[src/rtl/fetch_stage.sv]
// fetch_stage: instruction fetch with a one-entry skid buffer and branch redirect.
// Ports:
//   clk, rst_n          - clock and synchronous active-low reset
//   stall               - downstream not accepting; output consumed when inst_valid && !stall
//   br_taken, br_target - redirect request and new PC
//   imem_req, imem_addr - instruction-memory request; address is always the PC register
//   imem_ack, imem_rdata- memory response and instruction word
//   pc_out, inst_out    - presented instruction and its PC
//   inst_valid          - qualifies pc_out/inst_out
module fetch_stage #(
    parameter logic [31:0] RESET_PC = 32'd0,
    parameter logic [31:0] PC_STEP  = 32'd1
) (
    input  logic        clk,
    input  logic        rst_n,
    input  logic        stall,
    input  logic        br_taken,
    input  logic [31:0] br_target,
    output logic        imem_req,
    output logic [31:0] imem_addr,
    input  logic        imem_ack,
    input  logic [31:0] imem_rdata,
    output logic [31:0] pc_out,
    output logic [31:0] inst_out,
    output logic        inst_valid
);
    typedef enum logic [1:0] {IDLE, REQ, HOLD} state_t;
    state_t      r_state;
    logic [31:0] r_pc;
    logic [31:0] r_skid_pc;
    logic [31:0] r_skid_inst;
    logic [31:0] r_pc_out;
    logic [31:0] r_inst_out;
    logic        r_valid;
    logic        w_free;
    assign w_free     = !r_valid || !stall;
    assign imem_req   = (r_state == REQ);
    assign imem_addr  = r_pc;
    assign pc_out     = r_pc_out;
    assign inst_out   = r_inst_out;
    assign inst_valid = r_valid;
    always_ff @(posedge clk) begin
        if (!rst_n) begin
            r_state     <= IDLE;
            r_pc        <= RESET_PC;
            r_skid_pc   <= '0;
            r_skid_inst <= '0;
            r_pc_out    <= '0;
            r_inst_out  <= '0;
            r_valid     <= 1'b0;
        end else if (br_taken) begin
            // Redirect flushes both the output slot and the skid entry; any ack this cycle is dropped.
            r_state     <= IDLE;
            r_pc        <= br_target;
            r_skid_pc   <= '0;
            r_skid_inst <= '0;
            r_valid     <= 1'b0;
        end else begin
            case (r_state)
                IDLE: r_state <= REQ;
                REQ: begin
                    if (imem_ack) begin
                        r_pc <= r_pc + PC_STEP;
                        if (w_free) begin
                            r_pc_out   <= r_pc;
                            r_inst_out <= imem_rdata;
                            r_valid    <= 1'b1;
                        end else begin
                            // Output still held by a stall: park the word and stop requesting.
                            r_skid_pc   <= r_pc;
                            r_skid_inst <= imem_rdata;
                            r_state     <= HOLD;
                        end
                    end else if (!stall) begin
                        r_valid <= 1'b0;
                    end
                end
                HOLD: begin
                    if (w_free) begin
                        r_pc_out   <= r_skid_pc;
                        r_inst_out <= r_skid_inst;
                        r_valid    <= 1'b1;
                        r_state    <= REQ;
                    end
                end
                default: r_state <= IDLE;
            endcase
        end
    end
endmodule

[config.mk]
export PLATFORM = sky130hd
export DESIGN_NAME = fetch_stage
export DESIGN_NICKNAME = d
export VERILOG_FILES = /design/src/rtl/fetch_stage.sv
export SDC_FILE = /design/constraint.sdc
export NUM_CORES = 1
export LEC_CHECK = 0
export CORE_UTILIZATION = 45
export DETAILED_ROUTE_END_ITERATION = 8
export HOLD_SLACK_MARGIN = 0.15
export PLACE_DENSITY = 0.78
export SYNTH_ARGS = -nofsm -noshare
export SYNTH_HDL_FRONTEND = slang
export SYNTH_SLANG_ARGS = --single-unit
[constraint.sdc]
create_clock -name clk -period 3.05 [get_ports clk]
set_input_delay 0.61 -clock clk [delete_from_list [all_inputs] [get_ports clk]]
set_output_delay 0.61 -clock clk [all_outputs]
set_load 0.05 [all_outputs]
==> summary.md, run 1 <==
| Metric | Value |
|---|---|
| Post-synth net total | 915 |
| Share of cells above drive strength 1 | 0.0570 |
| Final Power | 5.01 mW |
| Avg Vias per Cell | 5.59 |
| Area of the core | between 15000 and 20000 µm² |
| Area after detailed placement | 9120 µm² |
| I/O pin count | about 170 |
| Clock latency on the worst-skew pair | 0.43 ns |
| Synthesized area per cell | approximately 8.6 µm² |
| Worst setup path class | reg -> out |
| TritonCTS Sinks | 163 |
| Worst Max-Slew Pin Slew | 0.626 ns |
| Hold-critical path depth | 2 |
| Clock transition at the register clock pins on the worst setup and hold paths after CTS | 0.06 ns |
| Total placed cells including tap cells | 1166 |
| Number of buffers on the longest clock path | 2 |
| Fmax achieved | 354 MHz |
| Post-CTS Setup Inserts | 0 |
| Die width | 129 µm |
| Area Growth Syn to Fin | 33.3% |
| Largest net degree at the start of global routing | 85 |
| Average wire per cell in the routed design | 16.2 µm |
| Leakage power of the design | 3.85 nW |
| Total number of yosys warnings | 0 |
| Endpoint of the worst hold path | r_skid_inst[13] |
| Setup slack, reg-to-reg | 0.78 ns |
| Drt drc | 0 |
| Count of standard-cell rows | 46 |
| Number of DRC violations after detailed-routing iteration 0 | around 470 |
| Fin crit share | 0.925 |
| Vias after detailed routing | around 6700 |
| Post-CTS resize count | 0 |
| Global-route wire length before repair | 31.3 mm |
| Crit path capture type | output pin |
| Highest ir drop seen on vdd | approximately 0.00039 V |
| Post-synthesis sequential area ratio | 0.449 |
| N_diodes | 0 |
| Final setup viols | 0 |
| Number of iterations in the first detailed-routing pass | 8 |
| Detailed Place HPWL | between 10 and 15 mm |
| Synthesized cell area | 7270 µm² |
| Number of global-route vias before repair | 6143 |
| Non-Filler Instances | 1198 |
| Synthesized instance count | 842 |
| Path type of the worst min-delay path | reg -> reg |
| Aggregate routed wire length | between 15 and 20 mm |
| Normalized max-slew margin | 0.583 |
| Antenna violations before repair | 1 |
| Critical path data required time | between 2 and 2.5 ns |
| Power per cell area | roughly 520 nW/µm² |
| Number of unique standard cell types used by synthesis | 46 |
| Clock root cell | sky130_fd_sc_hd__clkbuf_16 |
| Register bit total from synthesis | 163 |
| CTS tree | yes |
| Total count of hold-check failures in the final report | 0 |
| Beginning of the worst hold path | r_skid_inst[13] |
| EDFF count, synth | 0 |
| Count of max-cap constraint violations | 0 |
| # nets final | 1042 |
| Count of buffers from port buffering | 166 |
| Height of the die | 129 µm |
| Number of buffers added by the clock tree synthesis step | 17 |
| Nature of the critical path startpoint | flop |
| Htree depth | 4 |
| Filler Cells Inserted | 1405 |
| Dominant register cell in the synthesized netlist | sky130_fd_sc_hd__dfxtp_1 |
| Final critical delay including setup and external delays | about 2.8 ns |
| Antenna-violating nets left | 0 |
| Length in cells of the worst reg-to-reg path | 4 |
| Result of the run | completed |
| RSZ-0062 raised after global routing | false |
| Source of the worst register-to-register timing path | imem_addr[6] |
| Layout Cell Area excl Fill | 9690 µm² |
| Area of the die | about 17000 µm² |
| Setup_tns | 0 ns |
| Routability congestion estimate from global placement | 0.803 |
| Total congestion overflow | 0 |
| Quantity of hold-fixing buffers added after cts | 0 |
| Post-Route Utilization | 0.612 |
| Layout Skew | 0.00713 ns |
| Data arrival time at the worst-slack endpoint | 2.21 ns |
| Largest fanout on the critical path | 13 |
| Global-route total usage across every layer | 0.239 |
| Share of flip-flops with an asynchronous set or reset after synthesis | 0 |
| Initial core utilization | 0.459 |
| Crit Reg-Reg Endpoint | imem_addr[21] |
| Final Max Slew Viols | 0 |
-- cells in the mapped netlist, drive strengths merged, types with 2 or more instances --
| cell | number | area [µm²] |
|---|---|---|
| dfxtp | 163 | 3260 |
| and4 | 5 | 43.8 |
| nand2 | 209 | 785 |
| or3 | 4 | 25.0 |
| o31ai | 10 | 75.1 |
| xor2 | 3 | 26.3 |
| nand2b | 7 | 43.8 |
| o21ai | 29 | 145 |
| inv | 7 | 26.3 |
| or4 | 15 | 116 |
| nor4 | 5 | 31.3 |
| nand3 | 19 | 95.1 |
| a311oi | 2 | 17.5 |
| o211a | 69 | 691 |
| nor2b | 3 | 18.8 |
| o21a | 2 | 15.0 |
| ha | 4 | 50.1 |
| nor3b | 2 | 15.0 |
| buf | 12 | 61.3 |
| and2 | 3 | 18.8 |
| a21oi | 72 | 360 |
| a211oi | 5 | 37.5 |
| nor2 | 7 | 26.3 |
| o211ai | 4 | 30.0 |
| nand4 | 14 | 103 |
| clkbuf | 64 | 243 |
| and3 | 4 | 25.0 |
| nor3 | 6 | 30.0 |
| mux2i | 61 | 611 |
| xnor2 | 8 | 70.1 |
| a31oi | 14 | 87.6 |
-- final cells by class --
cell class	count	area, µm²	area share
multi-input combinational	596	3720	0.384
sequential	163	3260	0.337
timing repair buffer	184	1840	0.190
clock buffer	22	464	0.0479
tap	216	270	0.0279
clock inverter	10	108	0.0111
inverter	7	26.3	0.00271
-- logic make-up after synthesis --
family | Yosys count | share of synthesized area
buffers and inverters | 83 | 0.0454
AO/OA/AOI/OAI | 214 | 0.209
XOR/XNOR | 11 | 0.0133
multiplexers | 61 | 0.0840
adder cells (fa/ha/maj) | 4 | 0.00688
AND/OR/NAND/NOR | 306 | 0.193
flip-flops | 163 | 0.449
-- through the flow --
| step | hold WS, ns | setup slack (ns) |
|---|---|---|
| global route | 0.468 | 0.141 |
| floorplan | 0.436 | 0.509 |
| CTS | 0.454 | 0.191 |
| finish | 0.453 | 0.228 |
| detailed placement | 0.446 | 0.458 |
| global placement | 0.441 | 0.537 |
-- sequential cells by signal, summed over array words and instances (netlist names) --
register	flops
r_skid_inst	32
inst_out	32
pc_out	32
imem_addr	32
inst_valid	1
r_state	2
r_skid_pc	32
-- power by group --
| group | internal [mW] | leakage (nW) | total [mW] | switching, mW |
|---|---|---|---|---|
| clock | 1.24 | 0.287 | 2.09 | 0.845 |
| combinational | 0.261 | 2.24 | 0.646 | 0.385 |
| sequential | 2.19 | 1.32 | 2.27 | 0.0846 |
| total | 3.69 | 3.85 | 5.01 | 1.31 |
-- placed cells by master (no fill, tap or decap), types with 3 or more instances in the layout --
cell type / netlist / routed
sky130_fd_sc_hd__nor2_1: 7 / 6
sky130_fd_sc_hd__nand3_1: 19 / 19
sky130_fd_sc_hd__or4_1: 14 / 14
sky130_fd_sc_hd__and2_1: 3 / 3
sky130_fd_sc_hd__nor2b_1: 3 / 3
sky130_fd_sc_hd__o211ai_1: 4 / 4
sky130_fd_sc_hd__clkinv_2: 0 / 6
sky130_fd_sc_hd__buf_4: 0 / 15
sky130_fd_sc_hd__and4_1: 5 / 5
sky130_fd_sc_hd__ha_1: 4 / 3
sky130_fd_sc_hd__nand4_1: 13 / 13
sky130_fd_sc_hd__o31ai_1: 10 / 10
sky130_fd_sc_hd__or3_1: 4 / 4
sky130_fd_sc_hd__dfxtp_1: 163 / 163
sky130_fd_sc_hd__o21ai_0: 29 / 29
sky130_fd_sc_hd__nand2b_1: 7 / 6
sky130_fd_sc_hd__a31oi_1: 14 / 14
sky130_fd_sc_hd__a211oi_1: 5 / 5
sky130_fd_sc_hd__clkbuf_16: 0 / 17
sky130_fd_sc_hd__a21oi_1: 72 / 72
sky130_fd_sc_hd__nand2_1: 209 / 209
sky130_fd_sc_hd__and3_1: 4 / 4
sky130_fd_sc_hd__nor3_1: 6 / 6
sky130_fd_sc_hd__xor2_1: 3 / 3
sky130_fd_sc_hd__clkdlybuf4s50_1: 0 / 165
sky130_fd_sc_hd__xnor2_1: 8 / 8
sky130_fd_sc_hd__buf_12: 0 / 4
sky130_fd_sc_hd__o211a_1: 69 / 69
sky130_fd_sc_hd__inv_1: 7 / 7
sky130_fd_sc_hd__clkbuf_1: 62 / 3
sky130_fd_sc_hd__mux2i_1: 61 / 61
sky130_fd_sc_hd__nor4_1: 5 / 5
-- worst max-delay path, cell delays in order (launching register included) --
cell                              delay (ns)
sky130_fd_sc_hd__dfxtp_1                0.33
sky130_fd_sc_hd__inv_1                  0.11
sky130_fd_sc_hd__ha_1                   0.43
sky130_fd_sc_hd__clkdlybuf4s50_1        0.91
-- worst max path at each step --
| stage | from | endpoint |
|---|---|---|
| finish | r_state[1] | imem_req |
| global route | r_state[1] | imem_req |
| CTS | r_state[1] | imem_req |
| global placement | imem_ack | pc_out[31] |
| floorplan | r_state[1] | pc_out[25] |
| detailed placement | imem_ack | pc_out[18] |
-- per-layer routing --
| layer | vias up | track usage | wire length [µm] |
|---|---|---|---|
| met2 | 180 | 0.386 | 9110 |
| met1 | 3237 | 0.305 | 8730 |
| met4 | 0 | 0.0810 | 304 |
| met5 | - | 0 | 0 |
| li1 | 3251 | - | - |
| met3 | 24 | 0.0694 | 1250 |
Note: power is estimated with default switching activity, not from simulation.
==> run 2: changes to the inputs <==
--- a/config.mk
+++ b/config.mk
@@ -5,6 +5,7 @@
 export SDC_FILE = /design/constraint.sdc
 export NUM_CORES = 1
 export LEC_CHECK = 0
+export CAP_MARGIN = 20
 export CORE_UTILIZATION = 45
 export DETAILED_ROUTE_END_ITERATION = 8
 export HOLD_SLACK_MARGIN = 0.15
==> results of run 2 <==
Same layout as run 1: the final DEF is identical, and so are final timing and power.
